## config.mk

```make
export PLATFORM = sky130hd
export DESIGN_NAME = div_sequencer
export DESIGN_NICKNAME = d
export VERILOG_FILES = /design/src/rtl/div_sequencer.sv
export SDC_FILE = /design/constraint.sdc
export NUM_CORES = 1
export LEC_CHECK = 0
export CAP_MARGIN = 15
export CORE_UTILIZATION = 55
export CTS_BUF_LIST = sky130_fd_sc_hd__clkbuf_4 sky130_fd_sc_hd__clkbuf_8 sky130_fd_sc_hd__clkbuf_16
export DETAILED_ROUTE_END_ITERATION = 10
export DONT_BUFFER_PORTS = 1
export MAX_ROUTING_LAYER = met4
export PLACE_DENSITY = 0.73
export SLEW_MARGIN = 20
export SYNTH_ARGS = -nofsm -noshare
export SYNTH_HDL_FRONTEND = slang
export SYNTH_SLANG_ARGS = --single-unit
```

## constraint.sdc

```tcl
create_clock -name clock -period 3.1 [get_ports clock]
set_input_delay 0.465 -clock clock [delete_from_list [all_inputs] [get_ports clock]]
set_output_delay 0.465 -clock clock [all_outputs]
set_load 0.005 [all_outputs]
```

## src/rtl/div_sequencer.sv

```systemverilog
// Sequencer around an external combinational divider: latches operands, waits LATENCY edges,
// then captures a signed quotient (or divide-by-zero) and pulses data_resultRDY for one cycle.
module div_sequencer #(
  parameter int unsigned LATENCY = 4
) (
  input  logic        clock,
  input  logic        reset_n,
  input  logic        ctrl_DIV,
  input  logic [31:0] data_operandA,
  input  logic [15:0] data_operandB,
  input  logic [31:0] div_quotient,
  output logic [31:0] div_operandA,
  output logic [15:0] div_operandB,
  output logic [31:0] data_result,
  output logic        data_exception,
  output logic        data_inputRDY,
  output logic        data_resultRDY
);

  typedef enum logic [1:0] {IDLE, SETTLE, DONE} state_t;

  localparam logic [3:0] LOAD = 4'(LATENCY - 1);

  state_t     state, state_nxt;
  logic [3:0] count;
  logic       sign, zero_div;
  logic       start, capture;

  always_comb begin
    data_inputRDY  = (state != SETTLE);
    data_resultRDY = (state == DONE);
    start          = ctrl_DIV & data_inputRDY;
    capture        = (state == SETTLE) && (count == 4'd0);
  end

  always_ff @(posedge clock or negedge reset_n) begin
    if (!reset_n) state <= IDLE;
    else          state <= state_nxt;
  end

  always_comb begin
    state_nxt = state;
    case (state)
      IDLE:    if (start) state_nxt = SETTLE;
      SETTLE:  if (count == 4'd0) state_nxt = DONE;
      DONE:    state_nxt = start ? SETTLE : IDLE;
      default: state_nxt = IDLE;
    endcase
  end

  always_ff @(posedge clock or negedge reset_n) begin
    if (!reset_n) begin
      count        <= 4'd0;
      div_operandA <= 32'd0;
      div_operandB <= 16'd0;
      sign         <= 1'b0;
      zero_div     <= 1'b0;
    end else if (start) begin
      count        <= LOAD;
      div_operandA <= data_operandA;
      div_operandB <= data_operandB;
      sign         <= data_operandA[31] ^ data_operandB[15];
      zero_div     <= (data_operandB == 16'd0);
    end else if (state == SETTLE && count != 4'd0) begin
      count <= count - 4'd1;
    end
  end

  // Two's-complement negation wraps naturally: 0x80000000 and 0 map to themselves.
  always_ff @(posedge clock or negedge reset_n) begin
    if (!reset_n) begin
      data_result    <= 32'd0;
      data_exception <= 1'b0;
    end else if (capture) begin
      if (zero_div) begin
        data_result    <= 32'd0;
        data_exception <= 1'b1;
      end else if (sign) begin
        data_result    <= (~div_quotient) + 32'd1;
        data_exception <= 1'b0;
      end else begin
        data_result    <= div_quotient;
        data_exception <= 1'b0;
      end
    end
  end

endmodule

```

Word-level counts from Yosys, hierarchy flattened:

Cells that the tools add are included.

* register bits: 89
* latch bits: 0
* bits in writable memories: 0
* bits in read-only memories: 0
* input bits: 83
* output and inout bits: 83
* logic and storage cells: 35
* memories: 0

* $add $sub $neg: 2
* multiply operators: 0
* divide/modulo/power cells: 0
* order comparisons: 0
* eq/ne operators: 5
* shifts and indexed selects: 0
* mux-type cells: 9
* bitwise gates (word level): 3
* reduce and logical (&&, ||, !) cells: 8

Operators by type and width (count)
* 32-bit 2-to-1 mux: 2
* 32-bit by 1-bit adder with 32-bit output (second input constant): 1
* 32-bit NOT: 1
* 16-bit logical NOT: 1
* 4-bit 2-to-1 mux: 2
* 2-bit one-hot mux with 3 select lines: 1
* 4-bit logical NOT: 1
* 2-bit 2-to-1 mux: 2
* 2-bit != test (second input constant): 2
* 4-bit nonzero test: 1
* 4-bit by 1-bit subtractor with 4-bit output (second input constant): 1
* 2-bit by 1-bit == test with 1-bit output (second input constant): 1
* 2-bit == test (second input constant): 1
* 1-bit logical AND: 2
* 2-bit logical NOT: 1
* 1-bit 2-to-1 mux: 2
* 2-bit by 1-bit != test with 1-bit output (second input constant): 1
* 2-bit AND reduction: 1
* 2-bit nonzero test: 1
* 1-bit AND: 1
* 1-bit XOR: 1

Depth between registers and ports, before layout:

* depth after elaboration: 4
* mapped depth: 8
* gate-level depth less buffers: 7

Least setup slack after synthesis:

Ideal clock, no wire load.

* kind: input-to-reg
* start point: in div_quotient[0]
* end point: reg data_result[22]
* setup time: 130 ps
* arrival: 1979 ps
* required time: 2970 ps
* path slack: 991 ps
* cell stages on the path: 7
* path buffers: 0
* cells stage by stage: inv_1 -> ha_1 -> nor3b_1 -> nand4b_1 -> o41ai_2 -> xor2_1 -> o21ai_1

* longest elaborated chain between the ends: 4

Ends and longest elaborated chain
* from (decl): line 11 `input logic [31:0] div_quotient,`
* 32-bit NOT: line 79 `data_result <= (~div_quotient) + 32'd1;`
* 32-bit by 1-bit adder with 32-bit output: line 79
* 32-bit 2-to-1 mux: line 78 `end else if (sign) begin`
* 32-bit 2-to-1 mux: line 75 `if (zero_div) begin`
* to (signal assigned): line 79
* to (signal assigned): line 82 `data_result <= div_quotient;`
* to (decl): line 14 `output logic [31:0] data_result,`

Every way passes these cells.
A chain may end at the register's enable or synchronous reset.

Worst setup path in the final report:

* start point: reg count[0]
* end point: reg data_result[1]

* longest elaborated chain between the ends: 2

Ends and longest elaborated chain
* from (decl): line 25 `logic [3:0] count;`
* from (signal assigned): line 65 `count <= count - 4'd1;`
* 4-bit logical NOT: line 33 `capture = (state == SETTLE) && (count == 4'd0);`
* 1-bit logical AND: line 33

Every way passes these cells.

==> parameters.txt <==
Parameter                              Value

Run status
  Result of the run    finished with violations
  Violations in the final reports    hold timing

Timing
  TNS Setup    0 ns
  Hold_ws    -0.0160 ns
  Final Setup Violations    0
  Setup repair after global routing missed its margin    false
  Transition at the pin with the smallest max-transition slack    1.04 ns
  Final Hold Vio Count    4
  Worst slew margin    a little over 30%
  Final Cycle Share    between 60% and 70%
  Final Max Slew Viols    0
  Fmax    approximately 470 MHz
  Clock tree skew after final layout    ~0.010 ns
  Time the final worst path needs with I/O delays and setup    roughly 2.1 ns

Placement
  RD Place Congestion    0.809
  Placed Cells    around 540
  # port buffers    0
  Placed wire-length estimate    about 6.3 mm

Logic synthesis
  Most area-consuming cells after synthesis    dfrtp_1, nand2_1, xor2_1
  Top cells by instance count after synthesis    nand2_1, dfrtp_1, o21ai_0
  Count of state elements after synthesis    89
  Proportion of synthesized chip area in sequential cells    a little over half
  Async set or reset register ratio after synthesis    100%
  Distinct cell type count of the synthesized netlist    39
  Leading cell type by number of instances after synthesis    nand2_1
  Leading area contributor after synthesis    dfrtp_1
  Share of the synthesized area in the top cell type    a little over half
  Number of flops mapped to enable cells by yosys    0
  Number of warnings printed during yosys synthesis    0
  Prevailing post-synth register cell    dfrtp_1
  Mapped Cells    between 400 and 500
  Average cell area after synthesis    between 9 and 10 sq um
  Syn Nets    between 500 and 600
  Post-synthesis instance area    about 4200 sq um

Critical path
  Worst reg2reg path depth    6
  Crit path DAT    ~2.4 ns
  Worst path depth    6
  Cell breakdown of the critical path    inv_1, ha_1, nor3b_1, nand2_1, buf_4, o31ai_1
  Required time worst endpoint    3.36 ns
  Library cell contributing the largest single delay on the critical path    dfrtp_1
  Delay-heaviest family, CP    simple AND/OR/NAND/NOR gates
  Kind of start point of the critical path    register
  Largest fanout on the critical path    27
  Slowest Stage Delay on Critical Path    0.42 ns
  Critical path capture point type    register
  Critical setup path kind    reg -> reg
  Crit path buffers/inverters    2

Die
  Initial standard-cell utilization of the core    a little under three fifths
  I/O pin count    roughly 170
  Die boundary width    89.0 microns
  Standard-cell row count    31
  Core region area    7290 sq um
  Die extent in y    between 80 and 90 microns
  Die Outline Area    between 7000 and 8000 sq um

Detailed routing
  Drt via density    between 5 and 6
  DR vias    slightly above 3000
  Avg WL per Cell    between 15 and 20 microns
  Antenna Nets Post-Route    0
  Drt first pass iters    4
  Initial detailed-routing violation count    approximately 100
  DRC violation count after routing    0
  Total Wirelength    ~9.0 mm

Global routing
  Residual overflow from global routing    0
  Number of antenna violations at the first check in global routing    0
  Combined global-route utilization of all metal layers    a little under a quarter
  Pin count of the biggest net entering global routing    90
  Vias in the first global route    approximately 3000
  First-pass GRT wire length    13.5 mm

Cells and area
  Number of cells in the finished layout apart from fillers    556
  Layout overhead on the synthesized area    6.89%
  Total of fill cells in the finished design    between 600 and 700
  Post-layout net count    about 540
  Share of final-layout standard cells stronger than drive strength 1    under 10%
  Antenna diodes    0

Power and ir drop
  Pwr Density    951 nW/um^2
  Peak VDD IR    0.514 mV
  Static Leak    2.11 nW

Min path
  Path class of the lowest-slack min-delay path    in -> async

Clock network
  Resize count post-CTS    0
  Clock root buffer    clkbuf_8
  Skew-Pair Late Insertion Delay    0.35 ns
  Clk pin slew, worst setup/hold paths    around 0.09 ns
  Deepest level of the CTS H-tree    3
  Clock sink total    89
  Cts bufs inserted    9
  Post-CTS Setup Inserts    0
  TritonCTS clock tree    built
  Clk buf depth    2

Job
  # Max-Cap Violations    0
==> what timing repair did <==
action,CTS,global route
hold buffers,1,0
endpoints found under the hold margin,89,0
endpoints found under the setup margin,0,0
==> cells by family after synthesis <==
logic type                 count (synthesis)  share of synthesized area, %
adders and majority gates                  2                         0.601
buffers and inverters                     31                          3.19
muxes                                      4                          1.02
xor gates and xnor gates                  30                          6.31
and+or+nand+nor                          240                          24.8
DFF                                       89                          53.5
AOI/OAI and AO/OA                         63                          10.5
==> through the flow <==
stage | instance area, sq um | utilization (%) | total power, mW | setup WS [ns] | hold slack, ns
6_report | 4450 | 61.0 | 4.23 | 0.995 | -0.0160
5_1_grt | 4450 | 61.0 | 4.59 | 0.745 | 0.0367
4_1_cts | 4450 | 61.0 | 4.28 | 0.954 | 0.0228
3_5_place_dp | 4220 | 57.9 | 3.45 | 0.675 | 0.171
3_3_place_gp | 4220 | 57.9 | 3.38 | 0.779 | 0.171
2_1_floorplan | 4160 | - | 3.12 | 0.991 | 0.169
==> worst paths after layout <==
kind	start	end	slack, ns
hold / removal	reset_n	data_result[18]	-0.02
setup reg to reg	count[0]	data_result[1]	0.99
max in group asynchronous	reset_n	sign	2.71
hold reg to reg	state[0]	state[0]	0.50
min in group clock	data_operandA[9]	div_operandA[9]	0.22
setup / recovery	count[0]	data_result[1]	0.99
==> layout make-up <==
class	instances	area [sq um]	share of cell area [%]
sequential	89	2230	50.1
multi-input combinational	339	1810	40.7
clock buffer	10	131	2.95
tap	99	124	2.78
clock inverter	6	65.1	1.46
timing repair buffer	5	57.6	1.29
inverter	8	30.0	0.675
==> registers in the layout, indices dropped and copies added, names as in the netlist <==
register	cells
data_result	32
div_operandA	32
div_operandB	16
count	4
state	2
data_exception	1
sign	1
zero_div	1
==> layout by cell type (no fill, tap or decap), drive strengths merged, types with 2 or more instances in the layout <==
cell / n
nand4: 4
clkinv: 2
mux2i: 2
buf: 5
xnor2: 3
nor2b: 4
nand2b: 5
clkbuf: 10
nand3b: 2
dfrtp: 89
o31ai: 12
ha: 2
mux2: 2
nor3: 7
xor2: 27
nand3: 2
o41ai: 8
o21ai: 37
nand2: 189
nor4: 10
nor2: 8
inv: 10
nor3b: 3
a21oi: 2
or3: 2
==> routing by layer <==
layer  part of all wire [%]  global-route usage, %  vias to the layer above
met5                      0                      -                        -
met3                    8.6                   6.09                       12
met2                     48                   37.8                      130
li1                       -                      -                     1502
met1                     42                   27.7                     1423
met4                    1.7                   8.95                        0
==> where the power goes <==
| part | total (mW) | internal, mW | switching [mW] |
|---|---|---|---|
| combinational | 1.21 | 0.493 | 0.720 |
| sequential | 2.22 | 1.72 | 0.500 |
| clock | 0.800 | 0.385 | 0.415 |
(Power assumes the default switching activity.)
